===== src/rtl/asrv32_clint.sv =====
// asrv32_clint: core-local interruptor that answers the asrv32 data-memory port.
// It decodes loads and stores inside a 64 KiB window and holds shadow copies of
// msip, mtime and mtimecmp. Timer writes are forwarded to the core as full
// 64-bit load pulses.
//
// Ports
//   i_clk, i_rst_n        clock (rising edge); asynchronous active-low reset
//   i_addr                data address from the core
//   i_wr_data, i_wr_mask  store data (byte-lane aligned) and byte enables
//   i_wr_en               store strobe
//   i_ext_irq_async       raw external interrupt line
//   o_hit                 combinational: i_addr lies inside the window
//   o_rd_data             registered read data, one cycle after i_addr
//   o_software_interrupt  msip bit 0
//   o_external_interrupt  i_ext_irq_async after a two-flop synchroniser
//   o_mtime_wr/din        one-cycle pulse and 64-bit value loaded into the core's mtime
//   o_mtimecmp_wr/din     one-cycle pulse and 64-bit value loaded into the core's mtimecmp
module asrv32_clint #(
  parameter logic [31:0] BASE_ADDR    = 32'h0200_0000,
  parameter int          CLK_FREQ_MHZ = 100
) (
  input  logic        i_clk,
  input  logic        i_rst_n,
  input  logic [31:0] i_addr,
  input  logic [31:0] i_wr_data,
  input  logic [3:0]  i_wr_mask,
  input  logic        i_wr_en,
  input  logic        i_ext_irq_async,
  output logic        o_hit,
  output logic [31:0] o_rd_data,
  output logic        o_software_interrupt,
  output logic        o_external_interrupt,
  output logic        o_mtime_wr,
  output logic [63:0] o_mtime_din,
  output logic        o_mtimecmp_wr,
  output logic [63:0] o_mtimecmp_din
);

  localparam int PRE_W = (CLK_FREQ_MHZ > 1) ? $clog2(CLK_FREQ_MHZ) : 1;
  localparam logic [PRE_W-1:0] PRE_LAST = PRE_W'(CLK_FREQ_MHZ - 1);

  typedef enum logic [1:0] {ST_INIT, ST_SYNC, ST_RUN} state_t;

  state_t             state;
  logic               msip;
  logic [63:0]        mtime;
  logic [63:0]        mtimecmp;
  logic [PRE_W-1:0]   prescaler;
  logic               ext_sync_p0;
  logic               ext_sync_p1;

  logic [13:0]        word_sel;
  logic               sel_msip, sel_cmp_lo, sel_cmp_hi, sel_time_lo, sel_time_hi;
  logic               wr_ok;
  logic               msip_wr, cmp_wr, time_wr, tick;
  logic [63:0]        mtimecmp_nxt;
  logic [63:0]        mtime_nxt;
  logic [31:0]        rd_mux;
  logic               unused_addr_bits;

  function automatic logic [31:0] byte_merge(input logic [31:0] old_val,
                                             input logic [31:0] new_val,
                                             input logic [3:0]  mask);
    logic [31:0] res;
    res = old_val;
    for (int b = 0; b < 4; b++) begin
      if (mask[b]) res[8*b +: 8] = new_val[8*b +: 8];
    end
    return res;
  endfunction

  assign o_hit            = (i_addr[31:16] == BASE_ADDR[31:16]);
  assign word_sel         = i_addr[15:2];
  assign unused_addr_bits = ^i_addr[1:0];

  assign sel_msip    = (word_sel == 14'h0000);
  assign sel_cmp_lo  = (word_sel == 14'h1000);
  assign sel_cmp_hi  = (word_sel == 14'h1001);
  assign sel_time_lo = (word_sel == 14'h2FFE);
  assign sel_time_hi = (word_sel == 14'h2FFF);

  // Stores are ignored until the boot-time timer loads have been issued.
  assign wr_ok   = i_wr_en & o_hit & (|i_wr_mask) & (state == ST_RUN);
  assign msip_wr = wr_ok & sel_msip & i_wr_mask[0];
  assign cmp_wr  = wr_ok & (sel_cmp_lo | sel_cmp_hi);
  assign time_wr = wr_ok & (sel_time_lo | sel_time_hi);
  assign tick    = (prescaler == PRE_LAST);

  // Merged 64-bit values: the written half from the bus, the other half from the shadow.
  always_comb begin
    mtimecmp_nxt = mtimecmp;
    mtime_nxt    = mtime;
    if (sel_cmp_lo)  mtimecmp_nxt[31:0]  = byte_merge(mtimecmp[31:0],  i_wr_data, i_wr_mask);
    if (sel_cmp_hi)  mtimecmp_nxt[63:32] = byte_merge(mtimecmp[63:32], i_wr_data, i_wr_mask);
    if (sel_time_lo) mtime_nxt[31:0]     = byte_merge(mtime[31:0],     i_wr_data, i_wr_mask);
    if (sel_time_hi) mtime_nxt[63:32]    = byte_merge(mtime[63:32],    i_wr_data, i_wr_mask);
  end

  always_comb begin
    rd_mux = 32'h0;
    if (o_hit) begin
      if (sel_msip)    rd_mux = {31'h0, msip};
      if (sel_cmp_lo)  rd_mux = mtimecmp[31:0];
      if (sel_cmp_hi)  rd_mux = mtimecmp[63:32];
      if (sel_time_lo) rd_mux = mtime[31:0];
      if (sel_time_hi) rd_mux = mtime[63:32];
    end
  end

  always_ff @(posedge i_clk or negedge i_rst_n) begin
    if (!i_rst_n) begin
      state          <= ST_INIT;
      msip           <= 1'b0;
      mtime          <= 64'h0;
      mtimecmp       <= '1;
      prescaler      <= '0;
      ext_sync_p0    <= 1'b0;
      ext_sync_p1    <= 1'b0;
      o_rd_data      <= 32'h0;
      o_mtime_wr     <= 1'b0;
      o_mtime_din    <= 64'h0;
      o_mtimecmp_wr  <= 1'b0;
      o_mtimecmp_din <= 64'h0;
    end else begin
      // sync stage boundary: _p0 -> _p1
      ext_sync_p0   <= i_ext_irq_async;
      ext_sync_p1   <= ext_sync_p0;
      o_rd_data     <= rd_mux;
      o_mtime_wr    <= 1'b0;
      o_mtimecmp_wr <= 1'b0;
      case (state)
        ST_INIT: begin
          o_mtimecmp_wr  <= 1'b1;
          o_mtimecmp_din <= '1;
          state          <= ST_SYNC;
        end
        ST_SYNC: begin
          o_mtime_wr  <= 1'b1;
          o_mtime_din <= 64'h0;
          state       <= ST_RUN;
        end
        default: begin
          state <= ST_RUN;
          if (msip_wr) msip <= i_wr_data[0];
          if (cmp_wr) begin
            mtimecmp       <= mtimecmp_nxt;
            o_mtimecmp_din <= mtimecmp_nxt;
            o_mtimecmp_wr  <= 1'b1;
          end
          // A software write to mtime overrides the tick and restarts the microsecond count.
          if (time_wr) begin
            mtime       <= mtime_nxt;
            o_mtime_din <= mtime_nxt;
            o_mtime_wr  <= 1'b1;
            prescaler   <= '0;
          end else if (tick) begin
            mtime     <= mtime + 64'd1;
            prescaler <= '0;
          end else begin
            prescaler <= prescaler + PRE_W'(1);
          end
        end
      endcase
    end
  end

  assign o_software_interrupt = msip;
  assign o_external_interrupt = ext_sync_p1;

endmodule

===== config.mk =====
export PLATFORM = sky130hd
export DESIGN_NAME = asrv32_clint
export DESIGN_NICKNAME = d
export VERILOG_FILES = /design/src/rtl/asrv32_clint.sv
export SDC_FILE = /design/constraint.sdc
export NUM_CORES = 1
export LEC_CHECK = 0
export CAP_MARGIN = 40
export CORE_ASPECT_RATIO = 0.8
export CORE_UTILIZATION = 50
export CTS_BUF_LIST = sky130_fd_sc_hd__clkbuf_16
export DETAILED_ROUTE_END_ITERATION = 10
export MAX_ROUTING_LAYER = met4
export PLACE_DENSITY = 0.87
export SKIP_CTS_REPAIR_TIMING = 1
export SYNTH_ARGS = -nofsm -noshare
export SYNTH_HDL_FRONTEND = slang
export SYNTH_SLANG_ARGS = --single-unit

===== constraint.sdc =====
create_clock -name i_clk -period 7.8 [get_ports i_clk]
set_clock_uncertainty 0.2 [all_clocks]
set_input_delay 1.17 -clock i_clk [delete_from_list [all_inputs] [get_ports i_clk]]
set_output_delay 1.17 -clock i_clk [all_outputs]
set_load 0.02 [all_outputs]

==> metrics.md <==
| Metric | Value |
|---|---|
| Pwr Density | `168 mW/mm2` |
| CTS max path bufs | `3` |
| Die Area | `0.0316 mm2` |
| TritonCTS buffer count | `31` |
| Final instance area | `0.0191 mm2` |
| Tot GR Track Use | `a little over a third` |
| Area grow syn2layout | `23.7%` |
| Worst R2R Start | `state[1]` |
| Crit path cell chain | `clkdlybuf4s50_1, or4_1, nand4b_1, or3_2, buf_4, a21oi_4, a21oi_1, nor4b_2` |
| Slew Limit Fails | `0` |
| Critical Path Sink | `mtime[45]` |
| Wire length per cell | `around 25 um` |
| FF-to-FF setup slack | `3.77 ns` |
| Initial Util | `50.9%` |
| Pwr Total | `3.21 mW` |
| CTS tree | `built` |
| Crit Path Category | `in -> reg` |
| CP Launch Type | `input pin` |
| DP HPWL | `39.6 mm` |
| Port Buffers | `234` |
| Status | `completed` |
| Mapped Cells | `1670` |
| Dpl ws | `2.47 ns` |
| Setup TNS | `0 ns` |
| CP peak stage delay | `0.85 ns` |
| Vias in the first global route | `14200` |
| Syn nets | `1744` |
| Die Y | `159 um` |
| Relative slew margins | `29.8%` |
| Crit path arrival time | `5.18 ns` |
| Hold Worst Slack | `between 0.15 and 0.2 ns` |
| Crit path depth | `8` |
| CTS root buf | `clkbuf_16` |
| Syn avg cell area | `9.26 um2` |
| Clock slew at reported path FFs | `0.06 ns` |
| Fin crit share | `a little over three fifths` |
| Actual slew at the worst max-slew pin | `about 1.1 ns` |
| Ports | `237` |
| Ys Warns | `0` |
| Post-synth EDFFs | `0` |
| Nets | `1909` |
| Ys flop type | `dfrtp_1` |
| Post-synth ARST share | `100%` |
| First-pass GRT wire length | `85.8 mm` |
| Max-cap violations | `0` |
| Final hold vios | `0` |
| Clk Latency, worst-skew pair | `0.59 ns` |
| DRT Wirelength | `~57 mm` |
| Slowest CP cell | `clkdlybuf4s50_1` |
| Mapped cell area | `0.0155 mm2` |
| Largest net degree at the start of global routing | `178` |
| Initial antenna violation count | `0` |
| Routed Antenna Nets | `0` |
| RSZ-0062 raised after global routing | `no` |
| HP Class | `reg -> reg` |
| Congestion Overflow GR | `0` |
| # H-tree levels | `1` |
| Core footprint | `0.0304 mm2` |
| Die width | `199 um` |
| CP delay by family, top | `simple AND/OR/NAND/NOR gates` |
| Share of cells above drive strength 1 | `about an eighth` |
| VDD IR max | `0.173 mV` |
| Final WS setup | `2.91 ns` |
| Routed vias | `around 15000` |
| CP startpoint | `i_wr_mask[1]` |
| Worst r2r dst | `mtime[45]` |
| R2R depth | `7` |
| Pleak | `7.63 nW` |
| CP Buf/Inv Count | `2` |
| # DRC | `0` |
| Crit-path max FO | `33` |
| RePlAce Congestion | `1.00` |
| Drt pass-1 iters | `10` |
| Placed Area | `0.0181 mm2` |
| Setup violators final | `0` |
| Crit end category | `flop` |
| 1st-iter DRT viols | `2318` |
| Tmin final | `4.89 ns` |
| Total clock sinks | `between 300 and 400` |
| Synth cell types | `69` |
| WHS Path Cells | `0` |
| Register area share after synthesis | `between 40 and 50%` |
| Vias per cell | `~6.7` |
| CP Data Required Time | `8.09 ns` |
| Row count | `57` |
| Synthesis-stage register bit count | `between 300 and 400` |
| Fmax | `0.205 GHz` |
cells by family (layout without fill, tap and decap cells):
group / count (synthesis) / count (layout) / synth area share (%)
buffers and inverters: 140 / 329 / 3.79
DFF: 302 / 302 / 49.4
adders and majority gates: 2 / 2 / 0.162
and+or+nand+nor: 751 / 751 / 22.5
other: 0 / 1 / 0
muxes: 85 / 85 / 6.09
AOI/OAI and AO/OA: 382 / 382 / 17.6
xor gates and xnor gates: 8 / 8 / 0.453
registers in the layout, summed over array words and instances, names as in the netlist:
signal,cells
ext_sync_p0,1
prescaler,7
o_mtimecmp_din,64
o_mtimecmp_wr,1
mtimecmp,64
o_external_interrupt,1
o_mtime_wr,1
mtime,64
o_rd_data,32
o_software_interrupt,1
o_mtime_din,64
state,2
through the flow:
step	utilization, %	std cells
2_1_floorplan	-	1670
3_3_place_gp	59.2	2206
3_5_place_dp	59.6	2215
4_1_cts	62.9	2272
5_1_grt	62.9	2272
6_report	62.9	2273
layout by cell type (no fill, tap or decap), types with 10 or more instances in the layout:
master and count:
o311ai_0 12, o21ai_0 56, clkbuf_16 32, nor3_1 126, dfstp_2 64, inv_1 19
o211ai_1 10, nand3_1 59, dfrtp_1 238, a211oi_1 19, buf_4 20, nand2_1 290
clkdlybuf4s50_1 232, or4_1 10, and3_1 29, a222oi_1 31, nand4_1 27, and4_1 10
a311oi_1 32, a31oi_1 73, a21o_1 34, nor2_1 141, mux2i_1 12, a21oi_1 54
mux2_2 73, nor4_1 19
how the worst min path moves through the flow:
stage	to	start	slack, ns
global placement	o_external_interrupt	ext_sync_p0	0.14
CTS	o_external_interrupt	ext_sync_p0	0.16
floorplan	o_external_interrupt	ext_sync_p0	0.13
finish	o_external_interrupt	ext_sync_p0	0.16
global route	o_external_interrupt	ext_sync_p0	0.17
detailed placement	o_external_interrupt	ext_sync_p0	0.14
synth_stat cells (all sizes together), types with 5 or more instances:
master	count	area, um2
nor2	144	541
and2	5	31.3
a31oi	73	457
a222oi	31	310
a211oi	20	155
clkbuf	85	319
and3	29	181
buf	46	233
o311ai	14	123
dfrtp	238	5960
nor3	128	651
nand4	27	169
o211a	5	50.1
mux2i	12	120
o21ai	57	285
a21o	34	255
a311oi	32	280
or3	6	37.5
o211ai	10	75.1
nor4	21	144
nand2b	6	37.5
a41oi	9	78.8
xnor2	5	43.8
mux2	73	822
or4	10	75.1
o31ai	6	45.0
inv	9	33.8
nand3	59	295
dfstp	64	1680
nand2	290	1090
nor2b	5	31.3
a21oi	55	287
and4	10	87.6
metal layers:
metal | global-route usage, % | part of all wire, %
met5 | - | 0
met4 | 8.85 | 2.5
met3 | 10.4 | 15
met2 | 47.7 | 40
met1 | 54.9 | 42
where the power goes:
part	total (mW)	internal, mW	switching [mW]
logic	0.129	0.0394	0.0896
clock network	1.51	0.871	0.644
registers	1.57	1.57	0.000137
area by class of cell:
| class | instances | area, um2 |
|---|---|---|
| Fill cell | 2495 | 11300 |
| Sequential cell | 302 | 7640 |
| Multi-Input combinational cell | 1228 | 7270 |
| Timing Repair Buffer | 263 | 2630 |
| Clock buffer | 32 | 801 |
| Tap cell | 413 | 517 |
| Clock inverter | 25 | 220 |
| Inverter | 9 | 33.8 |
| Antenna cell | 1 | 2.50 |
Power figures use the tool's default switching activity.
